==> src/rtl/clo_clz_selftest_pkg.sv <==
// -----------------------------------------------------------------------------
// clo_clz_selftest_pkg
// Shared definitions for the CLO/CLZ leading-count self-test sequencer:
// sequencer state encoding, sweep geometry, LFSR feedback constant, the
// first-failure field layout and the LFSR step function.
// -----------------------------------------------------------------------------
package clo_clz_selftest_pkg;

   typedef enum logic [1:0] {
      ST_IDLE  = 2'd0,
      ST_ISSUE = 2'd1,
      ST_DRAIN = 2'd2,
      ST_FIN   = 2'd3
   } state_t;

   // Run lengths 0..32 for each option, CLZ block first, then CLO.
   localparam int unsigned VEC_PER_OPT  = 33;
   localparam int unsigned VEC_TOTAL    = 2 * VEC_PER_OPT;
   localparam logic [6:0]  IDX_LAST     = 7'(VEC_TOTAL - 1);
   localparam logic [6:0]  IDX_CLO_BASE = 7'(VEC_PER_OPT);

   // Galois feedback mask for x^32 + x^22 + x^2 + x + 1 (right-shifting form).
   localparam logic [31:0] LFSR_POLY = 32'h8020_0003;

   localparam logic [6:0] ERR_MAX = 7'd127;

   // first_fail layout: {option, expected run length}.
   typedef struct packed {
      logic       option;
      logic [5:0] count;
   } fail_t;

   function automatic logic [31:0] lfsr_next(input logic [31:0] s);
      return s[0] ? ((s >> 1) ^ LFSR_POLY) : (s >> 1);
   endfunction

endpackage

==> src/rtl/clo_clz_selftest_if.sv <==
// -----------------------------------------------------------------------------
// clo_clz_selftest_if
// Bundles the self-test control/status signals and the link to the
// leading-count unit under test.
//   start       : one-cycle sweep request
//   busy/done   : sweep in progress / sweep finished (level)
//   pass        : valid with done, 1 when no mismatches were seen
//   err_cnt     : saturating mismatch count
//   first_fail  : {option, n} of the first mismatching vector
//   dut_option  : 1 = CLO, 0 = CLZ
//   dut_value   : stimulus word
//   dut_count   : count returned by the unit
// master = the sequencer, slave = the host/count-unit side.
// -----------------------------------------------------------------------------
interface clo_clz_selftest_if;

   logic        start;
   logic        busy;
   logic        done;
   logic        pass;
   logic [6:0]  err_cnt;
   logic [6:0]  first_fail;
   logic        dut_option;
   logic [31:0] dut_value;
   logic [31:0] dut_count;

   modport master (
      input  start, dut_count,
      output busy, done, pass, err_cnt, first_fail, dut_option, dut_value
   );

   modport slave (
      output start, dut_count,
      input  busy, done, pass, err_cnt, first_fail, dut_option, dut_value
   );

endinterface

==> src/rtl/clo_clz_selftest_encode.sv <==
// -----------------------------------------------------------------------------
// lead_run_encode
// Combinational stimulus builder: produces a 32-bit word whose leading run of
// ones (option=1) or zeros (option=0) is exactly n long, followed by one
// terminating bit of the opposite value and then the tail bits.
//   option : 1 = leading ones, 0 = leading zeros
//   n      : run length, 0..32 (anything >= 32 gives a full-width run)
//   tail   : filler for the bits below the terminator
//   value  : encoded word
// -----------------------------------------------------------------------------
module lead_run_encode (
   input  logic        option,
   input  logic [5:0]  n,
   input  logic [31:0] tail,
   output logic [31:0] value
);

   logic [31:0] w_below;      // ones from the terminator position downwards
   logic [31:0] w_lead_mask;  // ones over the leading run
   logic [31:0] w_term;       // terminator position (zero when n >= 32)
   logic [31:0] w_tail_mask;  // ones strictly below the terminator

   // Shifting by 32 or more empties the vector, so n = 32 falls out as a
   // full run with no terminator and no tail.
   assign w_below     = 32'hFFFF_FFFF >> n;
   assign w_lead_mask = ~w_below;
   assign w_term      = 32'h8000_0000 >> n;
   assign w_tail_mask = w_below >> 1;

   assign value = option ? (w_lead_mask | (tail & w_tail_mask))
                         : (w_term      | (tail & w_tail_mask));

endmodule

==> src/rtl/clo_clz_selftest.sv <==
// -----------------------------------------------------------------------------
// clo_clz_selftest
// Self-test sequencer for the CLO/CLZ leading-count unit. On start it issues
// 66 vectors (CLZ run lengths 0..32, then CLO 0..32) with LFSR tails, and
// compares the returned count DUT_LAT cycles after each vector appears.
//   clk    : core clock
//   resetn : asynchronous active-low reset
//   bus    : master side of clo_clz_selftest_if (control/status and count-unit
//            link)
// Parameters:
//   DUT_LAT : cycles between dut_value and a valid dut_count (0..3)
//   SEED    : LFSR reset value; zero is replaced by 1
// -----------------------------------------------------------------------------
module clo_clz_selftest
   import clo_clz_selftest_pkg::*;
#(
   parameter int          DUT_LAT = 0,
   parameter logic [31:0] SEED    = 32'hACE1_2B5D
) (
   input  logic                  clk,
   input  logic                  resetn,
   clo_clz_selftest_if.master    bus
);

   localparam logic [31:0] SEED_EFF   = (SEED == 32'h0) ? 32'h1 : SEED;
   localparam logic [1:0]  DRAIN_LAST = 2'((DUT_LAT > 0) ? DUT_LAT - 1 : 0);

   state_t      r_state;
   state_t      w_state_nxt;
   logic        w_accept;
   logic        w_issue;
   logic        w_finish;

   logic [6:0]  r_idx;
   logic [1:0]  r_drain;
   logic [31:0] r_lfsr;

   logic        r_busy;
   logic        r_done;
   logic        r_pass;
   logic [6:0]  r_err_cnt;
   fail_t       r_first_fail;
   logic        r_dut_option;
   logic [31:0] r_dut_value;

   logic        w_opt;
   logic [5:0]  w_n;
   logic [31:0] w_enc_value;

   // Expected-result pipeline; stage 0 is loaded together with dut_value.
   logic        r_pv   [0:DUT_LAT];
   fail_t       r_pexp [0:DUT_LAT];

   logic        w_cmp_valid;
   fail_t       w_cmp_exp;
   logic        w_mismatch;
   logic [6:0]  w_err_nxt;

   // --------------------------------------------------------------------------
   // Vector index -> (option, run length)
   // --------------------------------------------------------------------------
   assign w_opt = (r_idx >= IDX_CLO_BASE);
   assign w_n   = w_opt ? 6'(r_idx - IDX_CLO_BASE) : r_idx[5:0];

   lead_run_encode u_encode (
      .option (w_opt),
      .n      (w_n),
      .tail   (r_lfsr),
      .value  (w_enc_value)
   );

   // --------------------------------------------------------------------------
   // Sequencer FSM
   // --------------------------------------------------------------------------
   always_ff @(posedge clk or negedge resetn) begin
      // NOTE: state is updated with non-blocking assignments so every register
      // samples the pre-edge values, independent of statement order.
      if (!resetn) r_state <= ST_IDLE;
      else         r_state <= w_state_nxt;
   end

   always_comb begin
      // NOTE: every output of this block gets a default first, so no path
      // leaves a value unassigned and no latch is inferred.
      w_state_nxt = r_state;
      w_accept    = 1'b0;
      w_issue     = 1'b0;
      w_finish    = 1'b0;
      case (r_state)
         ST_IDLE: begin
            if (bus.start) begin
               w_accept    = 1'b1;
               w_state_nxt = ST_ISSUE;
            end
         end
         ST_ISSUE: begin
            w_issue = 1'b1;
            if (r_idx == IDX_LAST) w_state_nxt = (DUT_LAT > 0) ? ST_DRAIN : ST_FIN;
         end
         ST_DRAIN: begin
            if (r_drain == DRAIN_LAST) w_state_nxt = ST_FIN;
         end
         ST_FIN: begin
            // First FIN cycle still has busy set: wrap up and ignore start.
            if (r_busy) begin
               w_finish = 1'b1;
            end else if (bus.start) begin
               w_accept    = 1'b1;
               w_state_nxt = ST_ISSUE;
            end
         end
         default: w_state_nxt = ST_IDLE;
      endcase
   end

   // --------------------------------------------------------------------------
   // Issue path: index, drain counter, LFSR, registered stimulus
   // --------------------------------------------------------------------------
   always_ff @(posedge clk or negedge resetn) begin
      if (!resetn) begin
         r_idx        <= '0;
         r_drain      <= '0;
         r_lfsr       <= SEED_EFF;
         r_dut_option <= 1'b0;
         r_dut_value  <= '0;
      end else begin
         r_drain <= (r_state == ST_DRAIN) ? r_drain + 2'd1 : 2'd0;
         if (w_accept) begin
            r_idx <= '0;
         end else if (w_issue) begin
            r_idx        <= r_idx + 7'd1;
            r_lfsr       <= lfsr_next(r_lfsr);
            r_dut_option <= w_opt;
            r_dut_value  <= w_enc_value;
         end
      end
   end

   // --------------------------------------------------------------------------
   // Expected-count pipeline
   // --------------------------------------------------------------------------
   always_ff @(posedge clk or negedge resetn) begin
      if (!resetn) begin
         // NOTE: this pipeline is small and its valid bits gate the compare,
         // so every stage is reset rather than left as uninitialised storage.
         for (int i = 0; i <= DUT_LAT; i++) begin
            r_pv[i]   <= 1'b0;
            r_pexp[i] <= '0;
         end
      end else begin
         r_pv[0]   <= w_issue;
         r_pexp[0] <= '{option: w_opt, count: w_n};
         for (int i = 1; i <= DUT_LAT; i++) begin
            r_pv[i]   <= r_pv[i-1];
            r_pexp[i] <= r_pexp[i-1];
         end
      end
   end

   assign w_cmp_valid = r_pv[DUT_LAT];
   assign w_cmp_exp   = r_pexp[DUT_LAT];
   assign w_mismatch  = w_cmp_valid && (bus.dut_count != {26'b0, w_cmp_exp.count});

   always_comb begin
      w_err_nxt = r_err_cnt;
      if (w_accept)                             w_err_nxt = '0;
      else if (w_mismatch && r_err_cnt != ERR_MAX) w_err_nxt = r_err_cnt + 7'd1;
   end

   // --------------------------------------------------------------------------
   // Status registers
   // --------------------------------------------------------------------------
   always_ff @(posedge clk or negedge resetn) begin
      if (!resetn) begin
         r_busy       <= 1'b0;
         r_done       <= 1'b0;
         r_pass       <= 1'b0;
         r_err_cnt    <= '0;
         r_first_fail <= '0;
      end else begin
         r_err_cnt <= w_err_nxt;
         if (w_accept) begin
            r_busy       <= 1'b1;
            r_done       <= 1'b0;
            r_pass       <= 1'b0;
            r_first_fail <= '0;
         end else begin
            if (w_mismatch && r_err_cnt == '0) r_first_fail <= w_cmp_exp;
            // The last compare can land on the same edge, hence w_err_nxt.
            if (w_finish) begin
               r_busy <= 1'b0;
               r_done <= 1'b1;
               r_pass <= (w_err_nxt == '0);
            end
         end
      end
   end

   assign bus.busy       = r_busy;
   assign bus.done       = r_done;
   assign bus.pass       = r_pass;
   assign bus.err_cnt    = r_err_cnt;
   assign bus.first_fail = r_first_fail;
   assign bus.dut_option = r_dut_option;
   assign bus.dut_value  = r_dut_value;

endmodule

==> src/flat_wrapper.sv <==
// flat-port wrapper written by rule: the top's interface ports become plain ports
module clo_clz_selftest_flat import clo_clz_selftest_pkg::*;
#(
   parameter int          DUT_LAT = 0,
   parameter logic [31:0] SEED    = 32'hACE1_2B5D
)
  (clk, resetn, bus_start, bus_dut_count, bus_busy, bus_done, bus_pass, bus_err_cnt, bus_first_fail, bus_dut_option, bus_dut_value);
  clo_clz_selftest_if bus_i ();
  input  logic clk;
  input  logic resetn;
  input wire logic [$bits(bus_i.start)-1:0] bus_start;
  input wire logic [$bits(bus_i.dut_count)-1:0] bus_dut_count;
  output wire logic [$bits(bus_i.busy)-1:0] bus_busy;
  output wire logic [$bits(bus_i.done)-1:0] bus_done;
  output wire logic [$bits(bus_i.pass)-1:0] bus_pass;
  output wire logic [$bits(bus_i.err_cnt)-1:0] bus_err_cnt;
  output wire logic [$bits(bus_i.first_fail)-1:0] bus_first_fail;
  output wire logic [$bits(bus_i.dut_option)-1:0] bus_dut_option;
  output wire logic [$bits(bus_i.dut_value)-1:0] bus_dut_value;
  assign bus_i.start = bus_start;
  assign bus_i.dut_count = bus_dut_count;
  assign bus_busy = bus_i.busy;
  assign bus_done = bus_i.done;
  assign bus_pass = bus_i.pass;
  assign bus_err_cnt = bus_i.err_cnt;
  assign bus_first_fail = bus_i.first_fail;
  assign bus_dut_option = bus_i.dut_option;
  assign bus_dut_value = bus_i.dut_value;
  clo_clz_selftest #(.DUT_LAT(DUT_LAT), .SEED(SEED)) u_core (.clk(clk), .resetn(resetn), .bus(bus_i));
endmodule
==> config.mk <==
export PLATFORM = sky130hd
export DESIGN_NAME = clo_clz_selftest_flat
export DESIGN_NICKNAME = d
export VERILOG_FILES = /design/src/rtl/clo_clz_selftest_pkg.sv /design/src/rtl/clo_clz_selftest_if.sv /design/src/rtl/clo_clz_selftest_encode.sv /design/src/rtl/clo_clz_selftest.sv /design/src/flat_wrapper.sv
export SDC_FILE = /design/constraint.sdc
export NUM_CORES = 1
export LEC_CHECK = 0
export BUFFER_PORTS_ARGS = -buffer_cell sky130_fd_sc_hd__buf_4
export CAP_MARGIN = 20
export CORE_AREA = 10 10 110 112
export DETAILED_ROUTE_END_ITERATION = 12
export DIE_AREA = 0 0 120 122
export PLACE_DENSITY_LB_ADDON = 0.08
export SYNTH_ARGS = -nofsm -noshare
export SYNTH_HDL_FRONTEND = slang
export SYNTH_SLANG_ARGS = --single-unit
==> constraint.sdc <==
create_clock -name clk -period 3.34 [get_ports clk]
set_clock_uncertainty 0.1 [all_clocks]
set_input_delay 0.334 -clock clk [delete_from_list [all_inputs] [get_ports clk]]
set_output_delay 0.334 -clock clk [all_outputs]
set_load 0.05 [all_outputs]
; Word level (Yosys, flattened, before mapping)
; Cells that the tools add are included.
[word_totals]
wordCells = 76
input_bits = 35
register_bits = 101
[op_classes]
bitwise_logic = 6
add_sub_neg = 4
n_eq_ne = 9
mux = 27
n_reduce_logical = 12
order_cmp = 1
n_shift = 2
[op_table]
columns = cell, count
row1 = two-way mux 32 bit, 2
row2 = OR 32 bit, 2
row3 = right shift 32 x 6 -> 32 bit (first input constant), 2
row4 = two-way mux 7 bit, 6
row5 = bitwise AND 32 x 31 -> 32 bit, 1
row6 = inequality test 32 x 6 -> 1 bit, 1
row7 = inverter 32 bit, 1
row8 = adder 7 x 1 -> 7 bit (second input constant), 2
row9 = logical NOT 7 bit, 2
row10 = two-way mux 1 bit, 11
row11 = two-way mux 2 bit, 5
row12 = one-hot mux 2 bit (4 select lines), 1
row13 = == test 7 bit (second input constant), 1
row14 = greater-or-equal comparator 7 x 6 -> 1 bit (second input constant), 1
row15 = inequality test 7 bit (second input constant), 1
row16 = two-way mux 6 bit, 1
row17 = nonzero test 2 bit, 3
row18 = subtractor 6 bit (second input constant), 1
row19 = == test 2 bit (second input constant), 2
row20 = logical NOT 2 bit, 2
row21 = inequality test 2 x 1 -> 1 bit (second input constant), 2
row22 = inverter 3 -> 4 bit, 1
row23 = logical AND 1 bit, 3
row24 = AND reduction 3 bit, 1
row25 = other kinds (6), 6

; Longest topological paths before layout
; Gate-level depths: netlist of run 1.
[logic_depth]
word_depth = 8
depth_mapped = 13
ltp_nobuf = 10

; Modules after synthesis
; From an unflattened synthesis of run 1, not the netlist that was laid out.
[unflattened]
hier_cells = 517
area_unflattened_um2 = 5472.7
[modules_own_cells]
columns = mod, seq_area_each_um2, area_per_inst_um2, cells_per_inst, n_inst
row1 = clo_clz_selftest, 2548.7, 4367.9, 341, 1
row2 = lead_run_encode, 0.0, 1104.8, 176, 1

; Worst setup path before layout of run 1
; OpenSTA, ideal clock, no wires.
[synth_path]
kind = register to register
startpoint = reg u_core.r_idx[1]
endpoint = reg u_core.r_dut_value[28], in the netlist u_core.bus.dut_value[28]
setup_ps = 137
path_buffers = 2
t_arrival_ps = 2780
period_less_slack_ps = 3017
required_time_ps = 3103
path_slack_ps = 323
stages_incl_launch_ff = 12
cell_sequence = dfrtp_1 -> buf_1 -> inv_1 -> ha_1 -> or4_4 -> o31a_4 -> nor2_4 -> inv_2 -> buf_2 -> o211a_1 -> a311oi_1 -> a21oi_1
[synth_via]
elab_chain_cells = 6
word_cells_on_any_way = 10
[synth_rtl]
columns = element, line
row1 = "start, declared", clo_clz_selftest.sv:34  ; logic [6:0] r_idx;
row2 = "start signal, assigned", clo_clz_selftest.sv:131  ; r_idx <= r_idx + 7'd1;
row3 = subtractor 6 bit / greater-or-equal comparator 7 x 6 -> 1 bit (equally long branches), "clo_clz_selftest.sv:63, clo_clz_selftest.sv:62"
row4 = two-way mux 6 bit, clo_clz_selftest.sv:63  ; assign w_n = w_opt ? 6'(r_idx - IDX_CLO_BASE) : r_idx[5:0];
row5 = right shift 32 x 6 -> 32 bit, clo_clz_selftest_encode.sv:25  ; assign w_below = 32'hFFFF_FFFF >> n;
row6 = bitwise AND 32 x 31 -> 32 bit / inverter 32 bit (equally long branches), "clo_clz_selftest_encode.sv:30, clo_clz_selftest_encode.sv:31, clo_clz_selftest_encode.sv:26"
row7 = "OR 32 bit, on equally long branches", "clo_clz_selftest_encode.sv:31, clo_clz_selftest_encode.sv:30"
row8 = two-way mux 32 bit (*), clo_clz_selftest_encode.sv:30  ; assign value = option ? (w_lead_mask | (tail & w_tail_mask))
row9 = "end signal, assigned", clo_clz_selftest.sv:134  ; r_dut_value <= w_enc_value;
row10 = "end, declared", clo_clz_selftest.sv:44  ; logic [31:0] r_dut_value;
; Mark *: on every way between the ends. The rest lies on a longest branch, timed or not.
; A chain may end at the register's enable or synchronous reset.

; Final worst setup path of run 1
[layout_path]
startpoint = reg u_core.r_idx[1]
endpoint = reg u_core.r_dut_value[13], in the netlist u_core.bus.dut_value[13]
; The elaborated chain is that of the path after synthesis.

==> results of run 1 <==
## per-stage QoR
step           hold WS (ns)  cell area [um2]  cells  power [mW]  worst slack, ns
2_1_floorplan       -0.0616             5510    569        5.46            0.323
3_3_place_gp          0.300             6370    777        6.86            0.478
3_5_place_dp          0.313             6370    777        6.93            0.388
4_1_cts               0.221             6570    794        7.71            0.366
5_1_grt               0.247             6570    794        8.22            0.134
6_report              0.238             6570    794        7.72            0.339
## power by group through the flow
stage / clock [mW] / sequential [mW] / combinational [mW]
after CTS: 0.782 / 2.36 / 4.57
after global placement: 0 / 2.37 / 4.50
after global routing: 0.831 / 2.45 / 4.94
after detailed placement: 0 / 2.38 / 4.55
final: 0.768 / 2.36 / 4.59
after floorplan: 0 / 3.16 / 2.31
## registers in the layout, indices dropped and copies added, names as in the netlist, 2 cells and up
signal	flops
u_core.bus.err_cnt	7
u_core.bus.dut_value	32
u_core.r_idx	7
u_core.r_lfsr	32
u_core.r_drain	2
u_core.bus.first_fail	7
u_core.r_state	2
u_core.r_pexp	7
## critical path: stages, from the launching register on
cell      delay (ns)
dfrtp_1         0.39
inv_1           0.12
ha_1            0.23
or4_4           0.43
o31a_4          0.34
nor2_4          0.10
inv_2           0.18
mux2i_2         0.39
nor4_1          0.10
a311oi_1        0.35
a21oi_1         0.11
## kinds of logic after synthesis
family,after synthesis,synth area share [%]
buf+inv,60,4.39
compound gates,159,20.5
simple gates,183,16.0
mux,38,7.64
fa+ha+maj,10,2.27
flops,101,46.3
xor+xnor,18,2.86
## cell usage in the layout, fill, tap and decap left out, types with 5 or more instances in the layout
cell      count
o31ai_1       6
o211ai_1      8
o22a_1        6
a311oi_1      5
o21ai_1       5
nand2_1      38
clkbuf_8     10
nor2_1       70
dfrtp_1      84
dfstp_2      17
nor3_1       10
a31oi_1      16
nand4_1       5
xnor2_1      12
inv_1        18
nor2b_1       6
o21a_1        6
ha_1          9
xor2_1        6
mux2i_1       8
nor4_1       14
o21ai_0      26
a21oi_1      31
mux2_2       29
nand3_1      16
buf_4       109
## worst paths after layout
kind | from | end | slack, ns
setup / recovery | u_core.r_idx[1] | u_core.bus.dut_value[13] | 0.34
hold / removal | bus_start | u_core.r_state[0] | 0.24
setup reg to reg | u_core.r_idx[1] | u_core.bus.dut_value[13] | 0.34
hold reg to reg | u_core.r_drain[0] | u_core.r_drain[0] | 0.33
max in group asynchronous | resetn | u_core.r_lfsr[11] | 1.94
min in group asynchronous | resetn | u_core.bus.err_cnt[3] | 0.44
## cell usage after synthesis, types with 4 or more instances
library cell,number
and3_1,4
clkbuf_1,25
o211ai_1,8
xnor2_1,12
buf_2,7
nor2b_1,6
nand3_1,16
a21oi_1,31
o311a_1,4
o22ai_1,4
xor2_1,6
nor2_1,70
a31oi_1,16
a22oi_1,4
ha_1,10
nand4_1,5
dfstp_2,17
buf_1,5
dfrtp_1,84
mux2i_1,8
a311oi_1,5
inv_1,18
mux2_2,29
o22a_1,6
o21ai_1,5
nand2_1,38
o21a_1,6
o21ai_0,26
nor3_1,10
nand2b_1,4
nor4_1,14
o31ai_1,6
o311ai_0,4
## per-layer routing
layer	wire [um]	track usage (%)
met4	413	10.3
met1	6800	27.4
met5	0	0
met2	7240	33.6
met3	1100	4.35
## layout make-up
cell class,instances,area [um2]
flip-flops and latches,101,2550
multi-input cells,408,2730
repair buffers,111,848
clock inverters,2,35.0
fillers,836,3480
inverters,22,82.6
well taps,136,170
clock buffers,14,153
==> flow_summary_export.csv, run 1 <==
group,metric,value,unit
global_route,grt_use_total,21.3,%
sta,period_minus_slack,3.00,ns
worst_setup_path,critPathArrivalTime,3.12,ns
clock_tree,numCtsBuffers,9,
sta,hold_viol_final,0,
run,maxCapViolations,0,
sta,rsz0062_at_grt,"no",
logic_synthesis,yosysTopAreaCell,"dfrtp_1",
route,drc,0,
power_and_ir_drop,seqPwrFrac,30.6,%
route,via_per_inst,6.12,
worst_setup_path,path_class,"flip-flop to flip-flop",
worst_setup_path,reg2regPathDepth,10,
global_route,grt-ovfl-total,0,
logic_synthesis,yosysUniqueCellTypes,70,
cells_and_area,area_growth,19.3,%
floorplan,num_io_pins,85,
clock_tree,cts-resized-gates,0,
clock_tree,cts_tree,"done",
clock_tree,post-cts-setup-buffers,0,
clock_tree,cts_hold_buf,1,
place,gpl.final_weighted_congestion,0.927,
power_and_ir_drop,p_leak,2.81,nW
clock_tree,clkSinkCount,101,
global_route,antenna_found_initial,0,
logic_synthesis,synth-edff-count,0,
floorplan,start_util,54.8,%
global_route,grt_max_degree,66,
logic_synthesis,synth_nets,614,
sta,tns,0,ns
power_and_ir_drop,power_switching,3.83,mW
logic_synthesis,ys_seq_elements,101,
logic_synthesis,syn_avg_cell_area,9.68,um2
worst_setup_path,cp_max_fo,21,
place,place_hpwl,11400,um
logic_synthesis,synth_top_area_share,38.2,%
power_and_ir_drop,pwr_density_cell,1180,mW/mm2
power_and_ir_drop,swShare,49.6,%
hold_path,holdPathStages,3,
route,drt_first_pass_iters,5,
worst_setup_path,worstPathRequired,3.46,ns
floorplan,die_area,0.0146,mm2
clock_tree,root_buffer,"clkbuf_8",
status,outcome,"finished, final reports clean",
route,ant_nets,0,
cells_and_area,layout-drive-gt1-share,28.7,%
floorplan,coreArea,0.0100,mm2
logic_synthesis,synth_top_flop_cell,"dfrtp_1",
sta,period_share,89.8,%
clock_tree,clkTransAtPathRegs,0.09,ns
floorplan,dieWidth,120,um
cells_and_area,finalNetCount,698,
route,wl_per_cell,19.6,um
logic_synthesis,ys_warn_count,0,
sta,worstMarginPinSlew,0.906,ns
clock_tree,h-tree-depth,3,
global_route,first_global_vias,4820,
cells_and_area,insertedDiodeCount,0,
worst_setup_path,end_kind,"flip-flop",
route,via_count,4859,
power_and_ir_drop,clockPowerShare,9.9,%
clock_tree,insertion_delay,0.37,ns
route,drt_iter0_markers,437,
route,wl,15600,um
sta,max_freq,333,MHz
power_and_ir_drop,ir_drop,0.000642,V
sta,setup_violations,0,
power_and_ir_drop,p_int,3.89,mW
sta,report.final.slew_viol_count,0,
floorplan,die_y,122,um
logic_synthesis,ys_seq_area_share,46.3,%
global_route,grt_first_pass_wirelength,25200,um
logic_synthesis,syn_inst,569,
logic_synthesis,syn_area,0.00551,mm2
power_and_ir_drop,combPwrFrac,59.5,%
logic_synthesis,async_flop_share,100,%
floorplan,num_rows,37,
logic_synthesis,ys_top_cells_by_area,"dfrtp_1 (38%), dfstp_2 (8.1%), mux2_2 (5.9%)",
worst_setup_path,cp-start-kind,"flip-flop",
cells_and_area,fin_util,65.4,%
place,port_buffers,84,
clock_tree,clk_path_buf_depth,2,
hold_path,hold_class,"input pin to flip-flop",
sta,slew_headroom,39.6,%
No activity file was read; power rests on OpenSTA's default activity.
==> run 2: changes to the inputs <==
--- a/config.mk
+++ b/config.mk
@@ -7,9 +7,9 @@
 export LEC_CHECK = 0
 export BUFFER_PORTS_ARGS = -buffer_cell sky130_fd_sc_hd__buf_4
 export CAP_MARGIN = 20
-export CORE_AREA = 10 10 110 112
+export CORE_AREA = 10 10 114 116
 export DETAILED_ROUTE_END_ITERATION = 12
-export DIE_AREA = 0 0 120 122
+export DIE_AREA = 0 0 124 126
 export PLACE_DENSITY_LB_ADDON = 0.08
 export SYNTH_ARGS = -nofsm -noshare
 export SYNTH_HDL_FRONTEND = slang
==> constraint.sdc (replaced) <==
create_clock -name clk -period 2.4 [get_ports clk]
set_clock_uncertainty 0.1 [all_clocks]
set_input_delay 0.24 -clock clk [delete_from_list [all_inputs] [get_ports clk]]
set_output_delay 0.24 -clock clk [all_outputs]
set_load 0.05 [all_outputs]
==> flow_summary_export.csv, run 2 (synthesized netlist as in run 1, its figures left out) <==
group,metric,value,unit
clock_tree,numCtsBuffers,9,
route,via_count,5270,
clock_tree,cts_tree,"done",
route,drt_iter0_markers,437,
sta,max_freq,370,MHz
global_route,first_global_vias,5293,
global_route,grt_use_met1,29.7,%
cells_and_area,layout.cells.non_filler,890,
worst_setup_path,worstPathRequired,2.62,ns
worst_setup_path,cp_max_fo,9,
clock_tree,root_buffer,"clkbuf_8",
floorplan,coreArea,0.0107,mm2
hold_path,hold_path_startpoint,"bus_start",
floorplan,num_rows,38,
floorplan,die_area,0.0156,mm2
sta,hold_viol_final,0,
sta,tns,-6.47,ns
global_route,antenna_found_initial,0,
route,wl,18000,um
run,maxCapViolations,0,
sta,rsz0062_at_grt,"yes",
route,wl_per_cell,20.2,um
clock_tree,insertion_delay,0.39,ns
status,violations,"setup timing",
power_and_ir_drop,p_leak,3.38,nW
sta,period_minus_slack,2.70,ns
cells_and_area,layout-drive-gt1-share,46.5,%
global_route,grt_max_degree,48,
global_route,grt-ovfl-total,0,
worst_setup_path,r2r_start,"u_core.r_idx[0]",
power_and_ir_drop,p_int,6.50,mW
floorplan,num_io_pins,85,
clock_tree,h-tree-depth,3,
cells_and_area,final_common_cell,"buf_4",
clock_tree,clkTransAtPathRegs,0.10,ns
worst_setup_path,path_class,"flip-flop to flip-flop",
power_and_ir_drop,seqPwrFrac,26.2,%
status,outcome,"finished, violations left",
hold_path,hold_class,"input pin to flip-flop",
cells_and_area,fin_area,0.00778,mm2
route,via_per_inst,5.92,
worst_setup_path,end_kind,"flip-flop",
worst_setup_path,ff2ff_setup_slack,-0.30,ns
worst_setup_path,r2r_end,"u_core.bus.dut_value[30]",
global_route,grt_first_pass_wirelength,28300,um
worst_setup_path,reg2regPathDepth,9,
sta,worstMarginPinSlew,0.622,ns
sta,slew_headroom,58.5,%
cells_and_area,fin_util,72.8,%
place,gpl.final_weighted_congestion,0.976,
cells_and_area,area_growth,41.4,%
power_and_ir_drop,ir_drop,0.00115,V
power_and_ir_drop,total_power,12.8,mW
global_route,met3_usage,6.97,%
global_route,top_usage_layer,"met2",
sta,period_share,113,%
hold_path,whs_endpoint,"u_core.r_state[0]",
global_route,met2_usage,35.7,%
power_and_ir_drop,power_switching,6.25,mW
floorplan,start_util,51.5,%
power_and_ir_drop,swShare,49.0,%
power_and_ir_drop,clockPowerShare,8.1,%
power_and_ir_drop,combPwrFrac,65.7,%
power_and_ir_drop,pwr_density_cell,1640,mW/mm2
cells_and_area,finalNetCount,790,
clock_tree,clkSinkCount,101,
sta,report.final.slew_viol_count,0,
place,place_hpwl,13300,um
clock_tree,clk_path_buf_depth,2,
route,ant_nets,0,
route,drt_first_pass_iters,5,
sta,setup_violations,32,
hold_path,holdPathStages,3,
place,port_buffers,84,
cells_and_area,insertedDiodeCount,0,
floorplan,dieWidth,124,um
sta,setup_slack,-0.303,ns
route,drc,0,
place,dp_cells,860,
floorplan,die_y,126,um
cells_and_area,layout_common_cells,"buf_4 (190), dfrtp_1 (82), nor2_1 (67), nand2_1 (32), mux2_2 (29)",
place,dpl_cell_area,0.00709,mm2
worst_setup_path,critPathArrivalTime,2.92,ns
global_route,grt_use_total,22.7,%
worst_setup_path,cp-start-kind,"flip-flop",
[run 2: changes by cell type in the layout (fill, tap and decap cells not counted), moves of 4 or more]
cell      previous run  this run
o21ai_0             26        16
clkbuf_1             4         0
a21oi_1             31        21
nand2_1             38        32
o21ai_2              0         4
a21oi_2              1         8
buf_4              109       190
inv_4                0         4
nand2_2              0         5
buf_6                0        10
o21ai_1              5        10
[run 2: worst max-delay path by stage]
stage	startpoint	endpoint	slack (ns)	cells past startpoint
after floorplan	u_core.r_idx[1]	u_core.bus.dut_value[30]	-0.23	11
after global placement	u_core.r_idx[1]	u_core.bus.dut_value[10]	-0.29	9
after detailed placement	u_core.r_idx[1]	u_core.bus.dut_value[13]	-0.38	11
after CTS	u_core.r_idx[0]	u_core.bus.dut_value[30]	-0.27	9
after global routing	u_core.r_idx[0]	u_core.bus.dut_value[30]	-0.43	9
final	u_core.r_idx[0]	u_core.bus.dut_value[30]	-0.30	9
[run 2: power groups by stage]
stage                     Clock (mW)  Combinational [mW]  Sequential, mW
after global placement             0                7.33            3.30
after floorplan                    0                3.40            4.40
after detailed placement           0                7.44            3.33
final                           1.03                8.38            3.34
after CTS                       1.07                7.92            3.31
after global routing            1.14                8.92            3.42
[run 2: stage by stage]
stage / hold slack [ns] / setup slack (ns)
after global placement: 0.193 / -0.293
after global routing: 0.138 / -0.430
after floorplan: -0.156 / -0.226
final: 0.0971 / -0.303
after detailed placement: 0.200 / -0.381
after CTS: 0.0833 / -0.274
[run 2: critical path, stage by stage (launching register included)]
cell and delay (ns):
dfrtp_2 0.46, ha_4 0.17, or4_4 0.43, o31a_4 0.35
nor2_4 0.13, inv_4 0.08, o31ai_4 0.33, nand3_1 0.13
a211o_1 0.30, a31oi_1 0.15
[run 2: per-layer routing]
metal  part of all wire, %  routed length [um]  vias to the layer above
met3                   8.8                1580                       31
met2                    47                8380                      200
li1                      -                   -                     2446
met1                    43                7670                     2593
met5                     0                   0                        -
met4                   1.8                 330                        0
[run 2: repair_timing]
item	4_1_cts	5_1_grt
setup endpoints to repair	32	33
pin swaps	18	16
resized for setup	56	43
hold buffers	1	0
hold endpoints to repair	39	0
setup buffers	9	7
[run 2: layout make-up]
class | instances | area, um2
clock buffers | 10 | 138
clock inverters | 6 | 45.0
fillers | 777 | 2910
inverters | 22 | 97.6
multi-input cells | 408 | 3190
flip-flops and latches | 101 | 2550
well taps | 140 | 175
repair buffers | 203 | 1590
==> run 3: changes to the inputs <==
--- a/config.mk
+++ b/config.mk
@@ -7,10 +7,12 @@
 export LEC_CHECK = 0
 export BUFFER_PORTS_ARGS = -buffer_cell sky130_fd_sc_hd__buf_4
 export CAP_MARGIN = 20
-export CORE_AREA = 10 10 114 116
+export CORE_AREA = 10 10 108 110
+export CTS_BUF_LIST = sky130_fd_sc_hd__clkbuf_8
 export DETAILED_ROUTE_END_ITERATION = 12
-export DIE_AREA = 0 0 124 126
+export DIE_AREA = 0 0 118 120
 export PLACE_DENSITY_LB_ADDON = 0.08
+export SKIP_LAST_GASP = 1
 export SYNTH_ARGS = -nofsm -noshare
 export SYNTH_HDL_FRONTEND = slang
 export SYNTH_SLANG_ARGS = --single-unit
==> constraint.sdc (replaced) <==
create_clock -name clk -period 2.5 [get_ports clk]
set_clock_uncertainty 0.1 [all_clocks]
set_input_delay 0.25 -clock clk [delete_from_list [all_inputs] [get_ports clk]]
set_output_delay 0.25 -clock clk [all_outputs]
set_load 0.05 [all_outputs]
==> flow_summary_export.csv, run 3 (synthesized netlist as in run 1, its figures left out) <==
group,metric,value,unit
worst_setup_path,worstPathCellList,"inv_4, ha_4, or4_4, o31a_4, o211ai_4, o31ai_4, buf_4, o311a_1, o22a_1",
cells_and_area,insertedDiodeCount,0,
clock_tree,numCtsBuffers,9,
sta,report.final.slew_viol_count,0,
route,wl_per_cell,20.1,um
floorplan,coreArea,0.00955,mm2
floorplan,num_io_pins,85,
floorplan,die_area,0.0142,mm2
sta,setup_violations,32,
route,ant_nets,0,
sta,rsz0062_at_grt,"yes",
power_and_ir_drop,ir_drop,0.00117,V
sta,period_share,107,%
clock_tree,clkTransAtPathRegs,0.10,ns
floorplan,dieWidth,118,um
place,place_hpwl,12700,um
power_and_ir_drop,swShare,48.9,%
sta,hold_viol_final,0,
worst_setup_path,cp-start-kind,"flip-flop",
worst_setup_path,cp_max_fo,7,
power_and_ir_drop,pwr_density_cell,1570,mW/mm2
clock_tree,cts_tree,"done",
clock_tree,insertion_delay,0.38,ns
status,violations,"setup timing",
worst_setup_path,ff2ff_setup_slack,-0.18,ns
sta,period_minus_slack,2.68,ns
floorplan,die_y,120,um
global_route,grt_max_degree,102,
route,wl,17300,um
worst_setup_path,critPathArrivalTime,2.84,ns
floorplan,start_util,57.7,%
cells_and_area,finalNetCount,765,
hold_path,whs_endpoint,"u_core.r_state[0]",
power_and_ir_drop,p_int,5.97,mW
power_and_ir_drop,seqPwrFrac,27.1,%
worst_setup_path,cp_num_buf_inv,2,
power_and_ir_drop,power_switching,5.72,mW
cells_and_area,final_common_cell,"buf_4",
clock_tree,root_buffer,"clkbuf_8",
sta,max_freq,374,MHz
route,drt_iter0_markers,459,
worst_setup_path,end_kind,"flip-flop",
status,outcome,"finished, violations left",
global_route,grt_first_pass_wirelength,27200,um
cells_and_area,fin_util,78.2,%
sta,worstMarginPinSlew,0.682,ns
sta,tns,-3.03,ns
worst_setup_path,worstPathRequired,2.67,ns
cells_and_area,fin_area,0.00746,mm2
clock_tree,h-tree-depth,3,
power_and_ir_drop,p_leak,3.23,nW
cells_and_area,layout_common_cells,"buf_4 (163), dfrtp_1 (84), nor2_1 (67), nand2_1 (34), mux2_2 (29)",
worst_setup_path,r2r_end,"u_core.bus.dut_value[2]",
cells_and_area,area_growth,35.6,%
hold_path,hold_path_startpoint,"bus_start",
place,port_buffers,84,
place,gpl.final_weighted_congestion,0.993,
route,drt_first_pass_iters,7,
worst_setup_path,reg2regPathDepth,9,
global_route,first_global_vias,5080,
worst_setup_path,path_delay_family,"compound AO/OA/AOI/OAI gates",
worst_setup_path,cp_slowest_cell,"dfrtp_1",
worst_setup_path,r2r_start,"u_core.r_idx[1]",
hold_path,hold_class,"input pin to flip-flop",
clock_tree,clk_path_buf_depth,2,
global_route,grt-ovfl-total,0,
sta,slew_headroom,54.5,%
power_and_ir_drop,combPwrFrac,63.7,%
global_route,grt_use_total,23.6,%
floorplan,num_rows,36,
route,drc,0,
worst_setup_path,slowest_delay,0.44,ns
place,dpl_cell_area,0.00690,mm2
cells_and_area,layout-drive-gt1-share,41.9,%
run,maxCapViolations,0,
hold_path,holdPathStages,3,
clock_tree,clkSinkCount,101,
global_route,antenna_found_initial,1,
worst_setup_path,path_class,"flip-flop to flip-flop",
power_and_ir_drop,clockPowerShare,9.2,%
route,via_per_inst,6.08,
sta,setup_slack,-0.175,ns
route,via_count,5216,
-- run 3: cell count changes in the layout (fill, tap and decap cells not counted), sizes merged --
| cell | change |
|---|---|
| clkbuf | -1 |
| clkinv | -1 |
| inv | +3 |
| buf | -26 |
| bufinv | +1 |
| clkinvlp | -1 |
-- run 3: worst max-delay path by stage --
stage | start | to | slack (ns) | cells after the start
floorplan | u_core.r_idx[1] | u_core.bus.dut_value[30] | -0.13 | 11
global placement | u_core.r_idx[0] | u_core.bus.dut_value[22] | -0.26 | 11
detailed placement | u_core.r_idx[0] | u_core.bus.dut_value[14] | -0.26 | 11
CTS | u_core.r_idx[1] | u_core.bus.dut_value[30] | -0.13 | 10
global route | u_core.r_idx[1] | u_core.bus.dut_value[13] | -0.23 | 10
finish | u_core.r_idx[1] | u_core.bus.dut_value[2] | -0.18 | 9
-- run 3: tightest hold or removal path, delay by kind of cell --
family,cells,cell delay [ns]
AOI/OAI and AO/OA,1,0.15
buffers and inverters,1,0.08
and+or+nand+nor,1,0.09
-- run 3: cell type report --
class / instances / area (um2)
inverter: 22 / 91.3
tap: 133 / 166
timing repair buffer: 177 / 1410
sequential: 101 / 2550
multi-input combinational: 408 / 3050
timing repair inverter: 1 / 3.75
clock inverter: 7 / 72.6
clock buffer: 9 / 124
fill: 676 / 2080
-- run 3: timing repair --
item	CTS	global route
cloned	1	0
pin swaps	21	10
resized for setup	44	24
endpoints found under the hold margin	84	0
setup buffers	6	5
endpoints found under the setup margin	32	32
hold buffers	1	0
-- run 3: stage by stage --
stage | cells | power, mW | setup WS (ns) | hold WS [ns]
after floorplan | 569 | 7.46 | -0.126 | -0.146
after global placement | 830 | 9.84 | -0.263 | 0.245
after detailed placement | 830 | 9.99 | -0.259 | 0.259
after CTS | 854 | 11.4 | -0.126 | 0.136
after global routing | 858 | 12.3 | -0.233 | 0.185
final | 858 | 11.7 | -0.175 | 0.134
-- run 3: power groups by stage --
stage,Clock [mW],Sequential (mW),Combinational [mW]
final,1.07,3.17,7.45
after global routing,1.15,3.26,7.90
after CTS,1.08,3.16,7.16
after detailed placement,0,3.18,6.81
after global placement,0,3.14,6.70
after floorplan,0,4.23,3.24
-- run 3: metal layers --
metal / track usage (%) / share of wire, % / vias up
met5: 0 / 0.087 / -
met4: 7.96 / 2.3 / 2
met3: 5.91 / 6.9 / 45
met2: 38.5 / 47 / 232
met1: 30.1 / 44 / 2548
li1: - / - / 2389
